<file path="src/rtl/video_sync_gen.sv">
// video_sync_gen: PAL/NTSC-rate horizontal, vertical and composite sync
// generator. Non-interlaced, one field per frame. The vsync_out stream it
// produces is the one the VSYNC-period format detector measures, so it also
// serves as a loopback stimulus for that detector.

package video_sync_pkg;

  // Format encoding shared with the format detector.
  localparam logic FORMAT_PAL  = 1'b1;
  localparam logic FORMAT_NTSC = 1'b0;

  typedef enum logic {
    IDLE = 1'b0,
    RUN  = 1'b1
  } state_t;

endpackage : video_sync_pkg

module video_sync_gen
  import video_sync_pkg::*;
#(
  parameter int CLK_FREQ    = 50_000_000,  // clk_in frequency, Hz
  parameter int LINE_PAL    = 3200,        // ticks per PAL line
  parameter int LINE_NTSC   = 3175,        // ticks per NTSC line
  parameter int LINES_PAL   = 312,         // lines per PAL field
  parameter int LINES_NTSC  = 262,         // lines per NTSC field
  parameter int HSYNC_TICKS = 235,         // hsync low width, ticks
  parameter int VSYNC_LINES = 3            // vsync low width, lines from line 0
) (
  input  logic       clk_in,
  input  logic       rst_in,
  input  logic       enable_in,
  input  logic       format_in,
  output logic       hsync_out,
  output logic       vsync_out,
  output logic       csync_out,
  output logic       field_start,
  output logic       format_active,
  output logic [8:0] line_out
);

  // Parameter sanity: the counters are 12 and 9 bits wide, and both sync
  // pulses must end inside their period or the outputs would never toggle.
  if (CLK_FREQ <= 0) begin : g_bad_clk
    $error("video_sync_gen: CLK_FREQ must be positive");
  end
  if (LINE_PAL >= 4096 || LINE_NTSC >= 4096 || LINE_PAL < 2 || LINE_NTSC < 2)
  begin : g_bad_line
    $error("video_sync_gen: line length must be in 2..4095 ticks");
  end
  if (LINES_PAL >= 512 || LINES_NTSC >= 512 || LINES_PAL < 2 || LINES_NTSC < 2)
  begin : g_bad_lines
    $error("video_sync_gen: field length must be in 2..511 lines");
  end
  if (HSYNC_TICKS >= LINE_PAL || HSYNC_TICKS >= LINE_NTSC) begin : g_bad_hsync
    $error("video_sync_gen: HSYNC_TICKS must be shorter than a line");
  end
  if (VSYNC_LINES >= LINES_PAL || VSYNC_LINES >= LINES_NTSC) begin : g_bad_vsync
    $error("video_sync_gen: VSYNC_LINES must be shorter than a field");
  end

  // Terminal counts and pulse widths, sized to the counters they are
  // compared against.
  localparam logic [11:0] LINE_PAL_LAST   = 12'(LINE_PAL - 1);
  localparam logic [11:0] LINE_NTSC_LAST  = 12'(LINE_NTSC - 1);
  localparam logic [8:0]  LINES_PAL_LAST  = 9'(LINES_PAL - 1);
  localparam logic [8:0]  LINES_NTSC_LAST = 9'(LINES_NTSC - 1);
  localparam logic [11:0] HSYNC_W         = 12'(HSYNC_TICKS);
  localparam logic [8:0]  VSYNC_W         = 9'(VSYNC_LINES);

  state_t      state;
  logic [11:0] h_cnt;
  logic [8:0]  v_cnt;

  logic [11:0] line_last;
  logic [8:0]  lines_last;
  logic        h_wrap;
  logic        v_wrap;
  logic        hsync_act;
  logic        vsync_act;
  logic        field_origin;

  // Field geometry follows format_active, which only moves at a field
  // boundary, so a mid-field format request cannot stretch or cut a field.
  always_comb begin
    // NOTE: defaults first so every path assigns every output; a missed
    // branch in combinational logic would otherwise infer a latch.
    line_last  = LINE_NTSC_LAST;
    lines_last = LINES_NTSC_LAST;
    if (format_active == FORMAT_PAL) begin
      line_last  = LINE_PAL_LAST;
      lines_last = LINES_PAL_LAST;
    end
  end

  assign h_wrap       = (h_cnt == line_last);
  assign v_wrap       = (v_cnt == lines_last);
  assign hsync_act    = (h_cnt < HSYNC_W);
  assign vsync_act    = (v_cnt < VSYNC_W);
  assign field_origin = (h_cnt == 12'd0) && (v_cnt == 9'd0);

  // Timing FSM: counters, format latch and registered sync outputs.
  always_ff @(posedge clk_in) begin
    // NOTE: sequential state uses non-blocking assignments so every register
    // samples the pre-edge values, independent of statement order.
    if (rst_in) begin
      state         <= IDLE;
      h_cnt         <= 12'd0;
      v_cnt         <= 9'd0;
      hsync_out     <= 1'b1;
      vsync_out     <= 1'b1;
      csync_out     <= 1'b1;
      field_start   <= 1'b0;
      line_out      <= 9'd0;
      format_active <= FORMAT_NTSC;
    end else begin
      case (state)
        IDLE: begin
          h_cnt       <= 12'd0;
          v_cnt       <= 9'd0;
          hsync_out   <= 1'b1;
          vsync_out   <= 1'b1;
          csync_out   <= 1'b1;
          field_start <= 1'b0;
          line_out    <= 9'd0;
          if (enable_in) begin
            // Counters are already at the field origin, so the first field
            // begins on the very next cycle in the requested format.
            state         <= RUN;
            format_active <= format_in;
          end
        end

        RUN: begin
          if (!enable_in) begin
            state       <= IDLE;
            h_cnt       <= 12'd0;
            v_cnt       <= 9'd0;
            hsync_out   <= 1'b1;
            vsync_out   <= 1'b1;
            csync_out   <= 1'b1;
            field_start <= 1'b0;
            line_out    <= 9'd0;
          end else begin
            // Outputs trail the counters by one cycle.
            hsync_out   <= !hsync_act;
            vsync_out   <= !vsync_act;
            csync_out   <= !hsync_act && !vsync_act;
            field_start <= field_origin;
            line_out    <= v_cnt;

            if (h_wrap) begin
              h_cnt <= 12'd0;
              if (v_wrap) begin
                // Field boundary: the only place a new format is taken.
                v_cnt         <= 9'd0;
                format_active <= format_in;
              end else begin
                v_cnt <= v_cnt + 9'd1;
              end
            end else begin
              h_cnt <= h_cnt + 12'd1;
            end
          end
        end

        default: begin
          state <= IDLE;
        end
      endcase
    end
  end

endmodule : video_sync_gen

</file>
<file path="config.mk">
export PLATFORM = sky130hd
export DESIGN_NAME = video_sync_gen
export DESIGN_NICKNAME = d
export VERILOG_FILES = /design/src/rtl/video_sync_gen.sv
export SDC_FILE = /design/constraint.sdc
export NUM_CORES = 1
export LEC_CHECK = 0
export CELL_PAD_IN_SITES_DETAIL_PLACEMENT = 0
export CELL_PAD_IN_SITES_GLOBAL_PLACEMENT = 1
export CORE_MARGIN = 2
export CORE_UTILIZATION = 38
export CTS_CLUSTER_DIAMETER = 50
export DETAILED_ROUTE_END_ITERATION = 10
export GPL_TIMING_DRIVEN = 0
export HOLD_SLACK_MARGIN = 0.02
export PLACE_DENSITY_LB_ADDON = 0.1
export SKIP_CTS_REPAIR_TIMING = 1
export SYNTH_ARGS = -nofsm -noshare
export SYNTH_HDL_FRONTEND = slang
export SYNTH_SLANG_ARGS = --single-unit
</file>
<file path="constraint.sdc">
create_clock -name clk_in -period 1.71 [get_ports clk_in]
set_input_delay 0.4275 -clock clk_in [delete_from_list [all_inputs] [get_ports clk_in]]
set_output_delay 0.4275 -clock clk_in [all_outputs]
set_load 0.03 [all_outputs]
</file>
==> flow_results.org <==
** Critical path
- Capturing instance or port of the critical path :: v_cnt[4]
- Of all nets on the critical path, the largest fanout is 6.
- STA puts the critical path data required time at 1.93 ns.
- Setup Crit Path Kind :: reg2reg
- For flop-to-flop paths, the worst setup slack is 0.005 ns.
- STA classifies the critical path startpoint as a register.
- The startpoint identified for the worst register-to-register timing path is h_cnt[4].
- The number of cells on the worst reg-to-reg path is 6.
- Capture instance of the worst register-to-register path :: v_cnt[4]
- Launching element of the worst setup path :: h_cnt[4]
- STA classifies the critical path endpoint as a register.
- Data arrival time at the worst-slack endpoint :: 1.93 ns

** Floorplan
- Starting density of the core :: 0.388
- Die extent in x :: 70 um
- The die covers 4900 um^2.
- Area of the core :: 4260 um^2
- Standard-cell row count :: 24
- The floorplan step set the die height to 70 um.
- Pin placement for this block handled 18 I/O pins.

** Clock network
- The later pin in the worst-skew pair is clocked with a latency of 0.29 ns.
- The longest clock path from root to sink contains 2 buffers.
- After clock tree synthesis, the clock-pin slew on the worst setup and hold paths is 0.07 ns.
- The H-tree generated during clock tree synthesis spans 2 levels.
- TritonCTS clock tree :: yes
- In this run, CTS created clock tree buffers numbering 5.
- Counting every sink on the clock net gives 36.
- Clock tree synthesis selected as its root buffer the cell sky130_fd_sc_hd__clkbuf_8.

** Synth
- The cell count after synthesis came out at 190.
- The average instance in the mapped netlist occupies 8.71 um^2.
- After synthesis the netlist holds a flip-flop and latch count of 36.
- For this run, the register share of the synthesized area comes to 0.435.
- Mapped Nets :: 198
- Number of distinct library cell variants in the gate-level netlist after synthesis :: 35
- Yosys printed 0 warnings.
- Post-synthesis instance area :: 1660 um^2

** Drt
- After detailed routing, the number of remaining DRC violations is 0.
- Dividing the detail-routed via count by the number of cells gives 5.22.
- Dividing the detail-routed wire length by the instance count gives 14.0 um.
- Final antenna-violating net count :: 0
- After the first detailed-routing iteration, the DRC count stood at 68.
- Vias after detailed routing :: 1409
- After detailed routing, the total wire length is 3770 um.
- The first detailed-routing pass ran for 4 iterations.

** Placement
- Placer's final routability congestion estimate :: 0.866
- The count of buffers added on input and output ports is 17.
- Prior to clock tree synthesis, the placed netlist has a worst setup slack of -0.432 ns.
- Placed inst area :: 1890 um^2
- Once detailed placement completed, the half-perimeter wirelength came to 2600 um.

** Outcome
- Outcome :: completed

** Finish
- The repair_antennas step left the layout with diodes totalling 0.
- Leading cell type in the layout, fill and taps excluded :: sky130_fd_sc_hd__dfxtp_1
- Across the whole layout, storage elements account for 724 um^2.
- Share of cells above drive strength 1 :: 0.142
- In the layout the commonest cells are sky130_fd_sc_hd__dfxtp_1 (33), sky130_fd_sc_hd__nor2_1 (21), sky130_fd_sc_hd__dlymetal6s2s_1 (14), sky130_fd_sc_hd__nand3_1 (13), sky130_fd_sc_hd__inv_1 (10).
- Nets :: 226
- The finished cells cover 2090 um^2.
- Signed area change from the synthesized netlist to the final layout :: 26.4%
- After filler insertion, the fill cell instance count of the layout stands at 438.
- Summing all multi-input logic gate instances after layout gives 865 um^2.

** Timing
- Setup repair after global routing missed its margin :: true
- Minimum clock period after layout :: 1.70 ns
- At the pin with the least slew margin, the transition time is 0.477 ns.
- Setup slack on the critical path of the routed design comes to 0.00507 ns.
- Largest clock skew in the final design :: 0.00487 ns
- Static timing analysis puts the maximum clock frequency at 587 MHz.
- In this run the tightest slew margin relative to its limit is 0.679.
- The number of endpoints with negative hold slack in the final report is 0.
- The final-report max-slew violation count is 0.
- Of the available clock period, the critical path in the final layout requires 0.997.
- Setup violations remaining at the end of the flow were counted as 0.

** Global routing
- The first global-routing pass estimated 6200 um of wire.
- Entering global routing, the biggest net connects 11 pins.
- Grt total ovfl :: 0
- The number of global-route vias before repair came to 1328.
- Number of antenna violations at the first check in global routing :: 0
- In the global route stage, overall resource usage came out at 0.160.

** Power
- Summed over all cells, the static leakage comes to 0.917 nW.
- Ratio of total power to cell area :: 708 nW/um^2
- Across the VDD grid, the largest voltage drop is 0.422 mV.

** Worst hold path
- The startpoint identified for the worst hold timing path is h_cnt[0].
- In this run the worst hold path is classified as reg2reg.

** Run
- Across the run, the number of max-cap violations was 0.
[routing by layer]
layer | vias up | global-route usage | share of wire
met3 | 5 | 0.0592 | 0.061
li1 | 725 | - | -
met4 | 0 | 0.0641 | 0.013
met1 | 643 | 0.207 | 0.49
met5 | - | 0 | 0
met2 | 36 | 0.241 | 0.44
[cell families after synthesis]
kind of cell,share of synthesized area
xor gates and xnor gates,0.0582
AOI/OAI and AO/OA,0.101
and+or+nand+nor,0.302
muxes,0.0121
buffers and inverters,0.0612
DFF,0.435
adders and majority gates,0.0302
[how the worst min path moves through the flow]
stage	depth (start not counted)	end	slack (ns)
2_1_floorplan	2	line_out[8]	0.46
3_3_place_gp	2	line_out[8]	0.50
3_5_place_dp	2	line_out[8]	0.51
4_1_cts	2	line_out[8]	0.52
5_1_grt	2	line_out[8]	0.53
6_report	1	h_cnt[0]	0.50
[cell usage after synthesis]
master	count	area share
sky130_fd_sc_hd__nor3_1	10	0.030
sky130_fd_sc_hd__and4bb_2	1	0.0076
sky130_fd_sc_hd__nand4_1	4	0.015
sky130_fd_sc_hd__and2_1	7	0.026
sky130_fd_sc_hd__buf_1	1	0.0023
sky130_fd_sc_hd__nor4_1	6	0.023
sky130_fd_sc_hd__nor4_4	1	0.013
sky130_fd_sc_hd__nand2_1	7	0.016
sky130_fd_sc_hd__nor2_1	21	0.048
sky130_fd_sc_hd__o2111ai_2	1	0.0091
sky130_fd_sc_hd__and3b_1	1	0.0053
sky130_fd_sc_hd__clkbuf_1	5	0.011
sky130_fd_sc_hd__ha_1	4	0.030
sky130_fd_sc_hd__and4_1	3	0.016
sky130_fd_sc_hd__inv_1	10	0.023
sky130_fd_sc_hd__xnor2_1	9	0.048
sky130_fd_sc_hd__o2111ai_1	4	0.021
sky130_fd_sc_hd__o21ai_0	4	0.012
sky130_fd_sc_hd__or4_1	1	0.0045
sky130_fd_sc_hd__buf_2	5	0.015
sky130_fd_sc_hd__clkbuf_2	1	0.0030
sky130_fd_sc_hd__and3_1	6	0.023
sky130_fd_sc_hd__a31oi_1	6	0.023
sky130_fd_sc_hd__o21a_1	4	0.018
sky130_fd_sc_hd__a21oi_1	3	0.0091
sky130_fd_sc_hd__o31ai_1	1	0.0045
sky130_fd_sc_hd__or3_1	4	0.015
sky130_fd_sc_hd__o211ai_1	1	0.0045
sky130_fd_sc_hd__and4b_1	1	0.0060
sky130_fd_sc_hd__nand3_1	14	0.042
sky130_fd_sc_hd__dfxtp_1	36	0.44
sky130_fd_sc_hd__buf_6	1	0.0068
sky130_fd_sc_hd__mux2i_1	2	0.012
sky130_fd_sc_hd__xor2_1	2	0.011
sky130_fd_sc_hd__nand2b_1	3	0.011
[sequential cells by signal, indices dropped and copies added, names as in the netlist]
name	flops
csync_out	1
field_start	1
format_active	1
h_cnt	12
hsync_out	1
line_out	9
state	1
v_cnt	9
vsync_out	1
[worst max-delay path, stage by stage, from the launching register on]
cell and delay, ns:
sky130_fd_sc_hd__dfxtp_2 0.32, sky130_fd_sc_hd__buf_6 0.12, sky130_fd_sc_hd__nor4_4 0.32, sky130_fd_sc_hd__o2111ai_4 0.18
sky130_fd_sc_hd__buf_4 0.19, sky130_fd_sc_hd__or3_1 0.35, sky130_fd_sc_hd__a31oi_1 0.16
[stage by stage]
stage | TNS, ns | total power, W | utilization | hold slack (ns) | instances
final | 0 | 0.00148 | 0.491 | 0.499 | 270
after global routing | -0.377 | 0.00155 | 0.491 | 0.535 | 270
after CTS | -3.76 | 0.00149 | 0.462 | 0.520 | 266
after detailed placement | -4.57 | 0.000926 | 0.444 | 0.510 | 259
after global placement | -3.99 | 0.000925 | 0.444 | 0.498 | 259
after floorplan | 0 | 0.000902 | - | 0.460 | 190
[power by group]
part	internal, W	switching (W)	total (W)
sequential	0.000845	0.00000689	0.000852
combinational	0.0000282	0.0000309	0.0000591
clock	0.000277	0.000293	0.000570
[area by class of cell]
cell class                      count  area share
Sequential cell                    36       0.346
Clock buffer                        6      0.0347
Tap cell                           52      0.0311
Clock inverter                      1     0.00239
Timing Repair Buffer               22       0.116
Multi-Input combinational cell    131       0.413
Buffer                             12      0.0383
Inverter                           10      0.0179
No activity file was read; power rests on OpenSTA's default activity.
